`config.mk`:
```
export PLATFORM = sky130hd
export DESIGN_NAME = rfm_act_issuer
export DESIGN_NICKNAME = d
export VERILOG_FILES = /design/src/rtl/rfm_pkg.sv /design/src/rtl/rfm_victim_seq.sv /design/src/rtl/rfm_act_issuer.sv
export SDC_FILE = /design/constraint.sdc
export NUM_CORES = 1
export LEC_CHECK = 0
export CAP_MARGIN = 20
export CORE_MARGIN = 2
export CORE_UTILIZATION = 41
export CTS_CLUSTER_SIZE = 28
export DETAILED_ROUTE_END_ITERATION = 8
export GPL_TIMING_DRIVEN = 0
export PLACE_DENSITY = 0.8
export SLEW_MARGIN = 20
export SYNTH_ARGS = -nofsm -noshare
export SYNTH_HDL_FRONTEND = slang
export SYNTH_SLANG_ARGS = --single-unit
```
`constraint.sdc`:
```
create_clock -name clk -period 2.6 [get_ports clk]
set_input_delay 0.65 -clock clk [delete_from_list [all_inputs] [get_ports clk]]
set_output_delay 0.65 -clock clk [all_outputs]
set_load 0.1 [all_outputs]
```
`src/rtl/rfm_pkg.sv`:
```
// Shared definitions for the RFM controller slice (rfm_unit_bank and rfm_act_issuer).
// Holds the ACT/RFM issuer state encoding and the default timing/size constants.
package rfm_pkg;

  // Default row address width
  localparam int ADDR_SIZE = 18;
  // Default activations per RFM
  localparam int RFM_TH    = 20;
  // Default minimum spacing between ACT pulses, in cycles
  localparam int T_RC      = 60;
  // Default bank blackout after an RFM, in cycles
  localparam int T_RFM     = 200;

  typedef enum logic [1:0] {
    S_IDLE     = 2'd0,
    S_GAP      = 2'd1,
    S_RFM_BUSY = 2'd2
  } rfm_iss_state_t;

endpackage

```
`src/rtl/rfm_victim_seq.sv`:
```
// Victim-row sequencer: holds one NRR aggressor row and emits its two neighbours
// (lower first, then upper) over a valid/ready handshake. Rows at the ends of the
// address space emit only their single in-range neighbour. An NRR arriving while
// the entry is still occupied is dropped and recorded in the sticky nrr_ovf flag.
module rfm_victim_seq #(
  parameter int ADDR_SIZE = rfm_pkg::ADDR_SIZE
) (
  input  logic                 clk,
  input  logic                 rst,
  input  logic                 nrr_cmd,
  input  logic [ADDR_SIZE-1:0] nrr_addr,
  output logic                 vic_valid,
  output logic [ADDR_SIZE-1:0] vic_addr,
  input  logic                 vic_ready,
  output logic                 nrr_ovf
);
  import rfm_pkg::*;

  logic [ADDR_SIZE-1:0] base_q;
  logic                 last_q;
  logic                 vic_hs;
  logic                 entry_free;
  logic                 nrr_take;
  logic                 nrr_drop;

  // Row 0 has no lower neighbour: it is the first victim only for nonzero rows.
  function automatic logic has_lower(input logic [ADDR_SIZE-1:0] row);
    return (row != '0);
  endfunction

  // All-ones row has no upper neighbour.
  function automatic logic has_upper(input logic [ADDR_SIZE-1:0] row);
    return !(&row);
  endfunction

  assign vic_hs     = vic_valid && vic_ready;
  // The entry frees in the same cycle its final victim is handed off.
  assign entry_free = !vic_valid || (vic_hs && last_q);
  assign nrr_take   = nrr_cmd && entry_free;
  assign nrr_drop   = nrr_cmd && !entry_free;

  // Entry capture, neighbour stepping and overflow tracking.
  always_ff @(posedge clk or posedge rst) begin
    if (rst) begin
      vic_valid <= 1'b0;
      vic_addr  <= '0;
      base_q    <= '0;
      last_q    <= 1'b0;
      nrr_ovf   <= 1'b0;
    end else begin
      if (nrr_take) begin
        base_q    <= nrr_addr;
        vic_valid <= 1'b1;
        if (has_lower(nrr_addr)) begin
          vic_addr <= nrr_addr - 1'b1;
          last_q   <= !has_upper(nrr_addr);
        end else begin
          vic_addr <= nrr_addr + 1'b1;
          last_q   <= 1'b1;
        end
      end else if (vic_hs) begin
        if (last_q) begin
          vic_valid <= 1'b0;
        end else begin
          vic_addr <= base_q + 1'b1;
          last_q   <= 1'b1;
        end
      end
      if (nrr_drop) begin
        nrr_ovf <= 1'b1;
      end
    end
  end

endmodule

```
`src/rtl/rfm_act_issuer.sv`:
```
// ACT/RFM issuer for one rfm_unit_bank: spaces ACTs by T_RC, counts rolling
// activations and inserts an RFM (with a T_RFM blackout) every RFM_TH ACTs.
// Optional victim sequencer enabled by macro RFM_ACT_ISSUER_VICTIM_EN; without
// it the victim outputs and nrr_ovf are tied to zero.
module rfm_act_issuer #(
  parameter int ADDR_SIZE = rfm_pkg::ADDR_SIZE,
  parameter int RFM_TH    = rfm_pkg::RFM_TH,
  parameter int T_RC      = rfm_pkg::T_RC,
  parameter int T_RFM     = rfm_pkg::T_RFM
) (
  input  logic                          clk,
  input  logic                          rst,
  input  logic                          req_valid,
  input  logic [ADDR_SIZE-1:0]          req_addr,
  output logic                          req_ready,
  output logic                          act_cmd,
  output logic [ADDR_SIZE-1:0]          act_addr,
  output logic                          rfm_cmd,
  input  logic                          nrr_cmd,
  input  logic [ADDR_SIZE-1:0]          nrr_addr,
  output logic                          vic_valid,
  output logic [ADDR_SIZE-1:0]          vic_addr,
  input  logic                          vic_ready,
  output logic [$clog2(RFM_TH+1)-1:0]   raa_cnt,
  output logic                          nrr_ovf
);
  import rfm_pkg::*;

  localparam int RAA_W   = $clog2(RFM_TH + 1);
  localparam int CNT_MAX = (T_RC > T_RFM) ? T_RC : T_RFM;
  localparam int CNT_W   = $clog2(CNT_MAX + 1);

  localparam logic [RAA_W-1:0] RAA_TH    = RAA_W'(RFM_TH);
  localparam logic [CNT_W-1:0] GAP_LOAD  = CNT_W'(T_RC - 1);
  localparam logic [CNT_W-1:0] BUSY_LOAD = CNT_W'(T_RFM - 1);
  localparam logic [CNT_W-1:0] CNT_ONE   = CNT_W'(1);

  rfm_iss_state_t       state_q, state_d;
  logic [CNT_W-1:0]     cnt_q, cnt_d;
  logic [RAA_W-1:0]     raa_d;
  logic                 act_cmd_d;
  logic [ADDR_SIZE-1:0] act_addr_d;
  logic                 rfm_cmd_d;

  assign req_ready = (state_q == S_IDLE) && (raa_cnt < RAA_TH);

  // State, counters and command outputs; reset discards any pending RFM.
  always_ff @(posedge clk or posedge rst) begin
    if (rst) begin
      state_q  <= S_IDLE;
      cnt_q    <= '0;
      raa_cnt  <= '0;
      act_cmd  <= 1'b0;
      act_addr <= '0;
      rfm_cmd  <= 1'b0;
    end else begin
      state_q  <= state_d;
      cnt_q    <= cnt_d;
      raa_cnt  <= raa_d;
      act_cmd  <= act_cmd_d;
      act_addr <= act_addr_d;
      rfm_cmd  <= rfm_cmd_d;
    end
  end

  // Next-state and command generation. The gap ends as the counter reaches 0 so
  // the next accept lands exactly T_RC cycles after the previous one; the
  // blackout ends on the cycle the counter reads 0, giving T_RFM cycles after
  // the rfm_cmd pulse.
  always_comb begin
    state_d    = state_q;
    cnt_d      = cnt_q;
    raa_d      = raa_cnt;
    act_cmd_d  = 1'b0;
    act_addr_d = act_addr;
    rfm_cmd_d  = 1'b0;
    case (state_q)
      S_IDLE: begin
        if (req_valid && req_ready) begin
          act_cmd_d  = 1'b1;
          act_addr_d = req_addr;
          raa_d      = raa_cnt + 1'b1;
          cnt_d      = GAP_LOAD;
          state_d    = S_GAP;
        end
      end
      S_GAP: begin
        if (cnt_q <= CNT_ONE) begin
          if (raa_cnt == RAA_TH) begin
            rfm_cmd_d = 1'b1;
            raa_d     = '0;
            cnt_d     = BUSY_LOAD;
            state_d   = S_RFM_BUSY;
          end else begin
            cnt_d   = '0;
            state_d = S_IDLE;
          end
        end else begin
          cnt_d = cnt_q - 1'b1;
        end
      end
      S_RFM_BUSY: begin
        if (cnt_q == '0) begin
          state_d = S_IDLE;
        end else begin
          cnt_d = cnt_q - 1'b1;
        end
      end
      default: begin
        state_d = S_IDLE;
        cnt_d   = '0;
      end
    endcase
  end

`ifdef RFM_ACT_ISSUER_VICTIM_EN
  rfm_victim_seq #(
    .ADDR_SIZE (ADDR_SIZE)
  ) u_victim_seq (
    .clk       (clk),
    .rst       (rst),
    .nrr_cmd   (nrr_cmd),
    .nrr_addr  (nrr_addr),
    .vic_valid (vic_valid),
    .vic_addr  (vic_addr),
    .vic_ready (vic_ready),
    .nrr_ovf   (nrr_ovf)
  );
`else
  logic unused_victim_in;
  assign unused_victim_in = ^{nrr_cmd, nrr_addr, vic_ready};
  assign vic_valid = 1'b0;
  assign vic_addr  = '0;
  assign nrr_ovf   = 1'b0;
`endif

endmodule

```
==> results.toml <==
[status]
status = "complete, no violations"

[sta]
setup_viol = 0
final_hold_viol_count = 0
slew-limit-headroom = 0.342
rsz0062_at_grt = "false"
fmax_ghz = 0.394
fin_crit_ns = 2.54
report.final.slew_viol_count = 0
finalSetupTns_ns = 0
whs_ns = 0.473
skew_ns = 0.00609
finalCritPeriodShare = 0.976
tightestPinTransition_ns = 0.984

[critical_path]
crit_family = "buffers and inverters"
crit_arrival_ns = 1.89
crit_buf_inv = 1
crit_fanout = 6
path_depth = 1
worstSetupStartpointType = "register"
startpoint = "raa_cnt[0]"
crit_slowest_cell = "clkdlybuf4s50_1"
cp_cell_sequence = "clkdlybuf4s50_1"
worst-setup-path-type = "register to primary output"
end_kind = "primary output"
max_stage_delay_ns = 1.16
crit-reg2reg-launch = "cnt_q[4]"
cp.required_ns = 1.95
r2r_cells = 7

[global_route]
gr-usage-all-layers = 0.169
grt.overflow.total = 0
grt_pass1_vias = 1499
grt_first_pass_wirelength_um = 6590
grt_max_degree = 36
antenna_found_initial = 0

[cells_and_area]
nNetsFinal = 330
regArea_um2 = 876
fill_cells = 372
multi_input_area_um2 = 817
utilization = 0.589
syn_to_final_growth_pct = 38.5
diodes = 0
final_area_mm2 = 0.00256
layout-drive-gt1-share = 0.133

[worst_hold_path]
hold_class = "register to register"
hold-path-cell-count = 2
worstHoldStart = "act_addr[12]"

[floorplan]
rows = 24
initial_core_util = 0.425
fp.dieH_um = 71.2
coreArea_mm2 = 0.00435
dieArea_mm2 = 0.00507
io-pin-count = 87
die_x_um = 71.2

[clock_network]
clkLatencyLatePin_ns = 0.29
clock-sinks = 35
h-tree-depth = 2
post_cts_buffers = 0
cts.reportedPaths.clkPinSlew_ns = 0.07
cts_buffers = 5
ctsRootBufferMaster = "clkbuf_8"
cts_hold_buf = 0
cts_tree = "yes"
max-clock-path-buffers = 2

[synthesis]
synthDistinctLibCells = 42
async_flop_share = 1.00
yosys.area.top_type = "dfrtp_1"
yosysMostFrequentCell = "nand2_1"
ys_top_cells_by_count = "nand2_1, dfrtp_1, buf_4"
netlist.area_leader.share = 0.473
syn_area_mm2 = 0.00185
ys_seq_elements = 35
yosysSeqAreaShare = 0.473
synth_edf_count = 0
synth.area.top_cells = "dfrtp_1, nand2_1, buf_4"
syn_inst = 213
synth.avg_cell_area_um2 = 8.69
synth-main-ff-cell = "dfrtp_1"
yosysWarnings = 0

[power_and_ir_drop]
power_density_mw_per_mm2 = 476
p_leak_nw = 1.24
power.total_mw = 1.22
peakVddDrop_uv = 298

[detailed_routing]
drc_errors = 0
routed_wirelength_um = 3990
drtIter0Drc = 164
ant_nets = 0
first_pass_iters = 4
vias_per_cell = 4.81
vias = 1626
wire_per_inst_um = 11.8

[placed_design]
placed_area_mm2 = 0.00245
dp_hpwl_um = 2880
portBuffers = 46
place_congestion = 0.890

[run]
cap_violations = 0
## through the flow
stage	worst slack (ns)	instances
after CTS	0.0334	338
final	0.0619	338
after global routing	0.00803	338
after floorplan	0.0706	232
after global placement	-0.0565	330
after detailed placement	-0.0861	330
## sequential cells by signal, summed over array words and instances, names as in the netlist
signal / cells
act_addr: 18
act_cmd: 1
cnt_q: 8
raa_cnt: 5
rfm_cmd: 1
state_q: 2
## area by class of cell
class                           instances  share of cell area
Buffer                                 28              0.0732
Clock inverter                          3              0.0171
Inverter                               10              0.0166
Clock buffer                            5              0.0268
Multi-Input combinational cell        159               0.319
Timing Repair Buffer                   46               0.181
Tap cell                               52              0.0254
Sequential cell                        35               0.341
## worst paths after layout
check | endpoint | slack, ns
max in group asynchronous | rfm_cmd | 1.35
min reg2reg | act_addr[12] | 0.47
max | raa_cnt[0] | 0.06
max reg2reg | cnt_q[7] | 0.34
min | act_addr[12] | 0.47
min in group asynchronous | act_addr[16] | 0.79
## cell families (layout without fill, tap and decap cells)
family          Yosys count  in the layout  share of synthesized area
compound gates           38             38                      0.132
xor+xnor                  2              2                    0.00946
fa+ha+maj                 4              4                     0.0270
buf+inv                  38             92                      0.124
flops                    35             35                      0.473
other cells               1             20                    0.00203
simple gates             95             95                      0.232
## worst min-delay path: cells and delay by family, from the launching register on
family        cells  cell delay (ns)
flops             1             0.34
simple gates      2             0.10
## per-layer routing
| layer | vias up | track usage | share of wire |
|---|---|---|---|
| met2 | 69 | 0.249 | 0.47 |
| met5 | - | 0 | 0 |
| met4 | 0 | 0.0881 | 0.020 |
| met1 | 731 | 0.217 | 0.42 |
| li1 | 818 | - | - |
| met3 | 8 | 0.0613 | 0.090 |
## power by group
part	switching (mW)	internal [mW]	leakage, nW
clock	0.203	0.285	0.0581
combinational	0.143	0.0468	0.726
sequential	0	0.544	0.460
## layout by cell type, fill, tap and decap left out, types with 2 or more instances in the layout
cell type,netlist,routed
dfrtp_1,35,35
conb_1,1,20
clkinv_4,1,2
buf_4,20,20
o21ai_1,2,2
o21ai_0,10,10
ha_1,4,4
o21bai_1,2,2
a21oi_1,8,8
nor4_1,3,3
or2_2,2,2
or3_4,2,2
clkbuf_8,0,5
clkbuf_1,7,7
inv_1,8,7
a31oi_1,2,2
clkdlybuf4s50_1,0,44
o31ai_1,4,4
nand2_1,64,64
nor2_1,7,7
nor3_1,4,4
or4_1,2,2
nand3_1,4,4
## what timing repair did
item	CTS	global route
setup endpoints to repair	1	1
resized for setup	3	1
endpoints found under the hold margin	0	0
(Power assumes the default switching activity.)
